[config.mk]
export PLATFORM = sky130hd
export DESIGN_NAME = fetch_queue
export DESIGN_NICKNAME = d
export VERILOG_FILES = /design/src/rtl/fetch_queue_pkg.sv /design/src/rtl/fetch_queue_mem.sv /design/src/rtl/fetch_queue.sv
export SDC_FILE = /design/constraint.sdc
export NUM_CORES = 1
export LEC_CHECK = 0
export ABC_AREA = 1
export BUFFER_PORTS_ARGS = -buffer_cell sky130_fd_sc_hd__buf_2
export CAP_MARGIN = 20
export CORE_UTILIZATION = 30
export CTS_BUF_LIST = sky130_fd_sc_hd__clkbuf_4 sky130_fd_sc_hd__clkbuf_8 sky130_fd_sc_hd__clkbuf_16
export CTS_CLUSTER_DIAMETER = 200
export DETAILED_ROUTE_END_ITERATION = 8
export PLACE_DENSITY = 0.56
export SETUP_SLACK_MARGIN = 0.1
export SLEW_MARGIN = 40
export SYNTH_ARGS = -nofsm -noshare
export SYNTH_HDL_FRONTEND = slang
export SYNTH_HIERARCHICAL = 1
export SYNTH_SLANG_ARGS = --single-unit
[constraint.sdc]
create_clock -name clk -period 4.24 [get_ports clk]
set_clock_uncertainty 0.1 [all_clocks]
set_input_delay 0 -clock clk [delete_from_list [all_inputs] [get_ports clk]]
set_output_delay 0 -clock clk [all_outputs]
set_load 0.01 [all_outputs]
[src/rtl/fetch_queue_pkg.sv]
// Pipeline-wide width defaults shared by all stages; the fetch queue takes its
// PC and instruction widths from here.
package fetch_queue_pkg;
    localparam int PCWidth  = 9;
    localparam int valWidth = 32;
endpackage

[src/rtl/fetch_queue_mem.sv]
// Entry storage for the fetch queue: synchronous write, asynchronous read,
// synchronous clear while rst_n is low.
module fetch_queue_mem #(
    parameter int DEPTH = 4,
    parameter int WIDTH = 41
) (
    input  logic                     clk,
    input  logic                     rst_n,
    input  logic                     we_i,
    input  logic [$clog2(DEPTH)-1:0] waddr_i,
    input  logic [WIDTH-1:0]         wdata_i,
    input  logic [$clog2(DEPTH)-1:0] raddr_i,
    output logic [WIDTH-1:0]         rdata_o
);

    logic [WIDTH-1:0] mem_q [DEPTH];

    always_ff @(posedge clk) begin
        if (!rst_n) begin
            for (int i = 0; i < DEPTH; i++) begin
                mem_q[i] <= '0;
            end
        end else if (we_i) begin
            mem_q[waddr_i] <= wdata_i;
        end
    end

    assign rdata_o = mem_q[raddr_i];

endmodule

[src/rtl/fetch_queue.sv]
// Instruction buffer between fetch and decode: circular queue of {pc, instr}
// with valid/ready on both sides and a flush that empties it on redirect.
module fetch_queue
    import fetch_queue_pkg::*;
#(
    parameter int PC_W    = PCWidth,
    parameter int INSTR_W = valWidth,
    parameter int DEPTH   = 4
) (
    input  logic                       clk,
    input  logic                       rst_n,
    input  logic                       in_valid,
    input  logic [PC_W-1:0]            in_pc,
    input  logic [INSTR_W-1:0]         in_instr,
    output logic                       in_ready,
    output logic                       out_valid,
    output logic [PC_W-1:0]            out_pc,
    output logic [INSTR_W-1:0]         out_instr,
    input  logic                       out_ready,
    input  logic                       flush,
    output logic [$clog2(DEPTH+1)-1:0] count
);

    localparam int PTR_W = $clog2(DEPTH);
    localparam int CNT_W = $clog2(DEPTH + 1);
    localparam int ENT_W = PC_W + INSTR_W;

    logic [PTR_W-1:0] rd_ptr_q, rd_ptr_d;
    logic [PTR_W-1:0] wr_ptr_q, wr_ptr_d;
    logic [CNT_W-1:0] count_q, count_d;
    logic             push, pop;
    logic [ENT_W-1:0] head;

    // Handshakes depend only on registered occupancy, so in_ready never
    // combinationally follows out_ready.
    assign in_ready  = (count_q != CNT_W'(DEPTH));
    assign out_valid = (count_q != '0);
    assign push      = in_valid && in_ready;
    assign pop       = out_valid && out_ready;

    always_comb begin
        rd_ptr_d = rd_ptr_q;
        wr_ptr_d = wr_ptr_q;
        count_d  = count_q;
        if (flush) begin
            rd_ptr_d = '0;
            wr_ptr_d = '0;
            count_d  = '0;
        end else begin
            if (push) begin
                wr_ptr_d = wr_ptr_q + PTR_W'(1);
            end
            if (pop) begin
                rd_ptr_d = rd_ptr_q + PTR_W'(1);
            end
            case ({push, pop})
                2'b10:   count_d = count_q + CNT_W'(1);
                2'b01:   count_d = count_q - CNT_W'(1);
                default: count_d = count_q;
            endcase
        end
    end

    always_ff @(posedge clk) begin
        if (!rst_n) begin
            rd_ptr_q <= '0;
            wr_ptr_q <= '0;
            count_q  <= '0;
        end else begin
            rd_ptr_q <= rd_ptr_d;
            wr_ptr_q <= wr_ptr_d;
            count_q  <= count_d;
        end
    end

    fetch_queue_mem #(
        .DEPTH (DEPTH),
        .WIDTH (ENT_W)
    ) u_mem (
        .clk     (clk),
        .rst_n   (rst_n),
        .we_i    (push && !flush),
        .waddr_i (wr_ptr_q),
        .wdata_i ({in_pc, in_instr}),
        .raddr_i (rd_ptr_q),
        .rdata_o (head)
    );

    assign out_pc    = out_valid ? head[ENT_W-1:INSTR_W] : '0;
    assign out_instr = out_valid ? head[INSTR_W-1:0]     : '0;
    assign count     = count_q;

endmodule

Word level (Yosys, flattened, before mapping)
Memory sizes are Yosys's and may differ from the RTL's. A register that Yosys moved wholly into a read port is not among the register bits.
Cells that the tools add are included.
{"block": "classes", "n_mux": 12, "bitwise": 1, "add_sub_neg": 4, "n_eq_ne": 3, "n_reduce_logical": 8}
{"cell": "41-bit 2-to-1 mux", "count": 1}
{"cell": "41-bit OR reduction", "count": 1}
{"cell": "32-bit 2-to-1 mux", "count": 1}
{"cell": "9-bit 2-to-1 mux", "count": 1}
{"cell": "2-bit 2-to-1 mux", "count": 3}
{"cell": "3-bit case mux with 2 select lines", "count": 1}
{"cell": "1-bit 2-to-1 mux", "count": 5}
{"cell": "2-bit by 1-bit adder with 2-bit output (second input constant)", "count": 2}
{"cell": "3-bit by 1-bit adder with 3-bit output (second input constant)", "count": 1}
{"cell": "1-bit logical AND", "count": 3}
{"cell": "3-bit != test (second input constant)", "count": 1}
{"cell": "3-bit nonzero test", "count": 1}
{"cell": "3-bit by 1-bit subtractor with 3-bit output (second input constant)", "count": 1}
{"cell": "2-bit by 1-bit equality test with 1-bit output (second input constant)", "count": 1}
{"cell": "2-bit equality test (second input constant)", "count": 1}
{"cell": "2-bit nonzero test", "count": 1}
{"cell": "2-bit OR reduction", "count": 1}
{"cell": "1-bit zero test", "count": 1}
{"cell": "1-bit inverter", "count": 1}
{"block": "word_totals", "register_bits": 7, "output_inout_bits": 46, "inputBits": 46, "n_memories": 1, "ram_bits": 164}
{"name": "u_mem.mem_q", "depth": 4, "word_bits": 41, "read_ports": 1, "rd_ports_with_merged_regs": 1, "write_ports": 4, "line": "fetch_queue_mem.sv:16", "rtl": "logic [WIDTH-1:0] mem_q [DEPTH];"}

Depth between registers and ports, before layout
{"block": "logic_depth", "ltp_word": 8, "depth_mapped": 13, "mapped_depth_nobuf": 13}

Modules after synthesis
Netlist, hierarchy kept.
{"module": "fetch_queue_mem", "area_each_um2": 8021.4, "cells_per_inst": 880, "seq_area_each_um2": 4924.7, "n_inst": 1}
{"module": "fetch_queue", "area_each_um2": 778.2, "cells_per_inst": 146, "seq_area_each_um2": 140.1, "n_inst": 1}

Worst setup path before layout
Ideal clock, no wire load.
{"block": "synth_path", "kind": "register to register", "startpoint": "register count_q[0] (netlist: count[0])", "endpoint": "memory u_mem.mem_q[2][0], enable pin", "period_less_slack_ns": 4.592, "t_required_ns": 3.644, "t_arrival_ns": 3.996, "setup_slack_ns": -0.352, "setup_ns": 0.496, "path_stages_with_launch": 8, "cell_sequence": "dfxtp_1 nor2_4 nand2_4 nand2_2 nor2_1 nand2_2 buf_6 o21ai_0"}
{"element": "start, declared", "line": "fetch_queue.sv:30", "rtl": "logic [CNT_W-1:0] count_q, count_d;"}
{"element": "start signal, assigned", "line": "fetch_queue.sv:72", "rtl": "count_q <= count_d;"}
{"element": "end, declared", "line": "fetch_queue_mem.sv:16"}

==> results.sh <==
export IMPL_wire_per_inst_um=13.0
export IMPL_drv_cap=0
export IMPL_start_util_pct=30.6
export IMPL_grtUsageTotal_pct=13.7
export IMPL_syn_avg_cell_area_um2=8.58
export IMPL_post_cts_resized=0
export IMPL_max_freq_mhz=373
export IMPL_crit_path_end_kind="flip-flop"
export IMPL_core_area_mm2=0.0288
export IMPL_synth_nets=1074
export IMPL_required_ns=4.18
export IMPL_dieArea_mm2=0.0300
export IMPL_place_area_mm2=0.00948
export IMPL_seq_area_mm2=0.00507
export IMPL_die_width_um=173
export IMPL_pin_count=92
export IMPL_whs_ns=0.333
export IMPL_ctsLongestPathBuffers=2
export IMPL_cts_setup_buffers=0
export IMPL_synth_area_leaders="edfxtp_1 (56%), inv_1 (11%), nand2_1 (9.6%)"
export IMPL_setup_viol=0
export IMPL_synth_edf_count=164
export IMPL_gr_total_overflow=0
export IMPL_yosys_area_share_simple_pct=26.4
export IMPL_syn_inst=1026
export IMPL_r2r_end="u_mem/mem_q[2][32]"
export IMPL_crit_start="count[0]"
export IMPL_wl_mm=20.0
export IMPL_reg2regPathDepth=8
export IMPL_num_vias=6473
export IMPL_dr_wl_met3_um=532
export IMPL_n_antenna_cell=0
export IMPL_wl_met2_mm=9.40
export IMPL_flow_area_growth_from_synthesis_pct=19.7
export IMPL_crit_fanout=83
export IMPL_vdd_drop_max_uv=291
export IMPL_maxSlewViolCount=0
export IMPL_drive_above_1_share_pct=14.9
export IMPL_ys_flop_type="edfxtp_1"
export IMPL_setup_tns_ns=0
export IMPL_viasPerCell=4.22
export IMPL_outcome="completed"
export IMPL_htreeDepth=4
export IMPL_clk_latency_ns=0.41
export IMPL_drc=0
export IMPL_synth_warning_count=6
export IMPL_rsz0062_at_grt="false"
export IMPL_grt_max_degree=87
export IMPL_timing_rr_start="count[0]"
export IMPL_synthesis_area_mm2=0.00880
export IMPL_ys_seq_area_share_pct=57.6
export IMPL_root_buffer="clkbuf_16"
export IMPL_tritoncts="done"
export IMPL_report_final_hold_viol_count=0
export IMPL_critical_path_arrival_ns=2.63
export IMPL_total_power_w=0.00386
export IMPL_synth_distinct_cells=23
export IMPL_async_reset_ff_share_pct=0
export IMPL_grt_pass1_vias=6410
export IMPL_placementRows=62
export IMPL_top_layer="met4"
export IMPL_cts_buffers=17
export IMPL_synth_top_family_by_area="simple AND/OR/NAND/NOR gates"
export IMPL_p_per_area_mw_per_mm2=366
export IMPL_slew_headroom_pct=49.4
export IMPL_dr_pass1_iters=4
export IMPL_io_buffers=91
export IMPL_synth_largest_area_cell="edfxtp_1"
export IMPL_antenna_found_initial=0
export IMPL_critPathCapture="u_mem/mem_q[2][32]"
export IMPL_met1_length_mm=9.75
export IMPL_synthAdderAreaFrac_pct=0.370
export IMPL_final_period_utilization_pct=63.3
export IMPL_post_route_min_period_ns=2.68
export IMPL_synth_xor_xnor_area_share_pct=0
export IMPL_nNetsFinal=1186
export IMPL_multi_input_area_mm2=0.00243
export IMPL_hold_class="input port to flip-flop"
export IMPL_fillers=2961
export IMPL_critPathLaunchType="flip-flop"
export IMPL_worstHoldStart="in_valid"
export IMPL_drt_initial_drc_count=345
export IMPL_critical_path_class="flip-flop to flip-flop"
export IMPL_ant_nets=0
export IMPL_ys_ff_latch=171
export IMPL_final_area_mm2=0.0105
export IMPL_leakage_nw=4.97
export IMPL_die_y_um=173
export IMPL_tightest_slew_ns=0.759
export IMPL_muxShareOfSynthArea_pct=0
export IMPL_place_detailed_hpwl_mm=11.5
export IMPL_path_clk_slew_ns=0.06
export IMPL_synth_top_area_share_pct=56.0
export IMPL_clock_sinks=171
export IMPL_ff2ff_setup_slack_ns=1.56
export IMPL_grt_pass1_wl_mm=32.5
export IMPL_cts_hold_buf=47
export IMPL_synth_compound_area_share_pct=0.455
export IMPL_gp_congestion=0.706
[power by group]
part / internal, W / total [W] / switching [W]
clock: 0.000875 / 0.00152 / 0.000648
sequential: 0.00193 / 0.00195 / 0.0000206
combinational: 0.000130 / 0.000388 / 0.000259
total: 0.00293 / 0.00386 / 0.000927
[kinds of logic after synthesis]
logic type	after synthesis
AOI/OAI and AO/OA	8
DFF	171
adders and majority gates	2
buffers and inverters	314
and+or+nand+nor	531
[layout by cell type (no fill, tap or decap), types with 3 or more instances in the layout]
| cell type | Yosys | final |
|---|---|---|
| nand2_1 | 224 | 220 |
| nor2_2 | 6 | 6 |
| buf_2 | 24 | 91 |
| dlygate4sd3_1 | 0 | 47 |
| inv_1 | 261 | 260 |
| a21oi_1 | 5 | 5 |
| nor2_1 | 164 | 164 |
| clkinv_4 | 0 | 3 |
| nor3_2 | 20 | 20 |
| clkbuf_16 | 0 | 17 |
| clkinvlp_4 | 0 | 4 |
| buf_4 | 2 | 4 |
| nand3_1 | 88 | 88 |
| nand2_4 | 4 | 8 |
| edfxtp_1 | 164 | 164 |
| dfxtp_1 | 7 | 5 |
| nor3_1 | 21 | 21 |
[worst max-delay path, cell delays in order, from the launching register on]
cell and delay, ns:
dfxtp_1 0.43, nor2_4 0.08, nand2_4 0.08, nand2_2 0.07, nor2_1 0.24, nand2_4 0.09
buf_6 0.32, o21ai_4 0.33, buf_4 0.52
[per-layer routing]
metal	track usage, %	vias up
li1	-	3312
met1	18.1	3038
met2	22.9	103
met3	2.17	20
met4	4.57	0
met5	0	-
[through the flow]
step                std cells  utilization (%)  setup WS (ns)
detailed placement       1456             32.9           1.53
global placement         1456             32.9           1.38
CTS                      1535             36.6           1.50
floorplan                1026                -          0.760
global route             1535             36.6           1.38
finish                   1535             36.6           1.56
[cell usage after synthesis, types with 2 or more instances]
library cell	number
a21oi_1	5
buf_2	24
buf_4	2
buf_6	15
clkbuf_1	9
dfxtp_1	7
edfxtp_1	164
inv_1	261
nand2_1	224
nand2_2	2
nand2_4	4
nand3_1	88
nor2_1	164
nor2_2	6
nor2_4	2
nor3_1	21
nor3_2	20
o21ai_0	3
[flip-flops by register name (all words and copies together), names as in the netlist]
name and cells:
count 3, rd_ptr_q 2, wr_ptr_q 2, u_mem/mem_q 164
[how the worst min path moves through the flow]
stage | end | depth (start not counted) | slack, ns
after floorplan | rd_ptr_q[1] | 2 | 0.06
after global placement | rd_ptr_q[1] | 3 | 0.20
after detailed placement | rd_ptr_q[0] | 4 | 0.20
after CTS | wr_ptr_q[0] | 4 | 0.31
after global routing | rd_ptr_q[1] | 4 | 0.36
final | wr_ptr_q[1] | 4 | 0.33
[final cells by class]
cell class	count	area share, %
clock buffer	18	4.11
clock inverter	14	1.39
inverter	263	9.41
multi-input combinational	541	23.1
sequential	171	48.1
tap	384	4.56
timing repair buffer	144	9.29
Note: power is estimated with default switching activity, not from simulation.
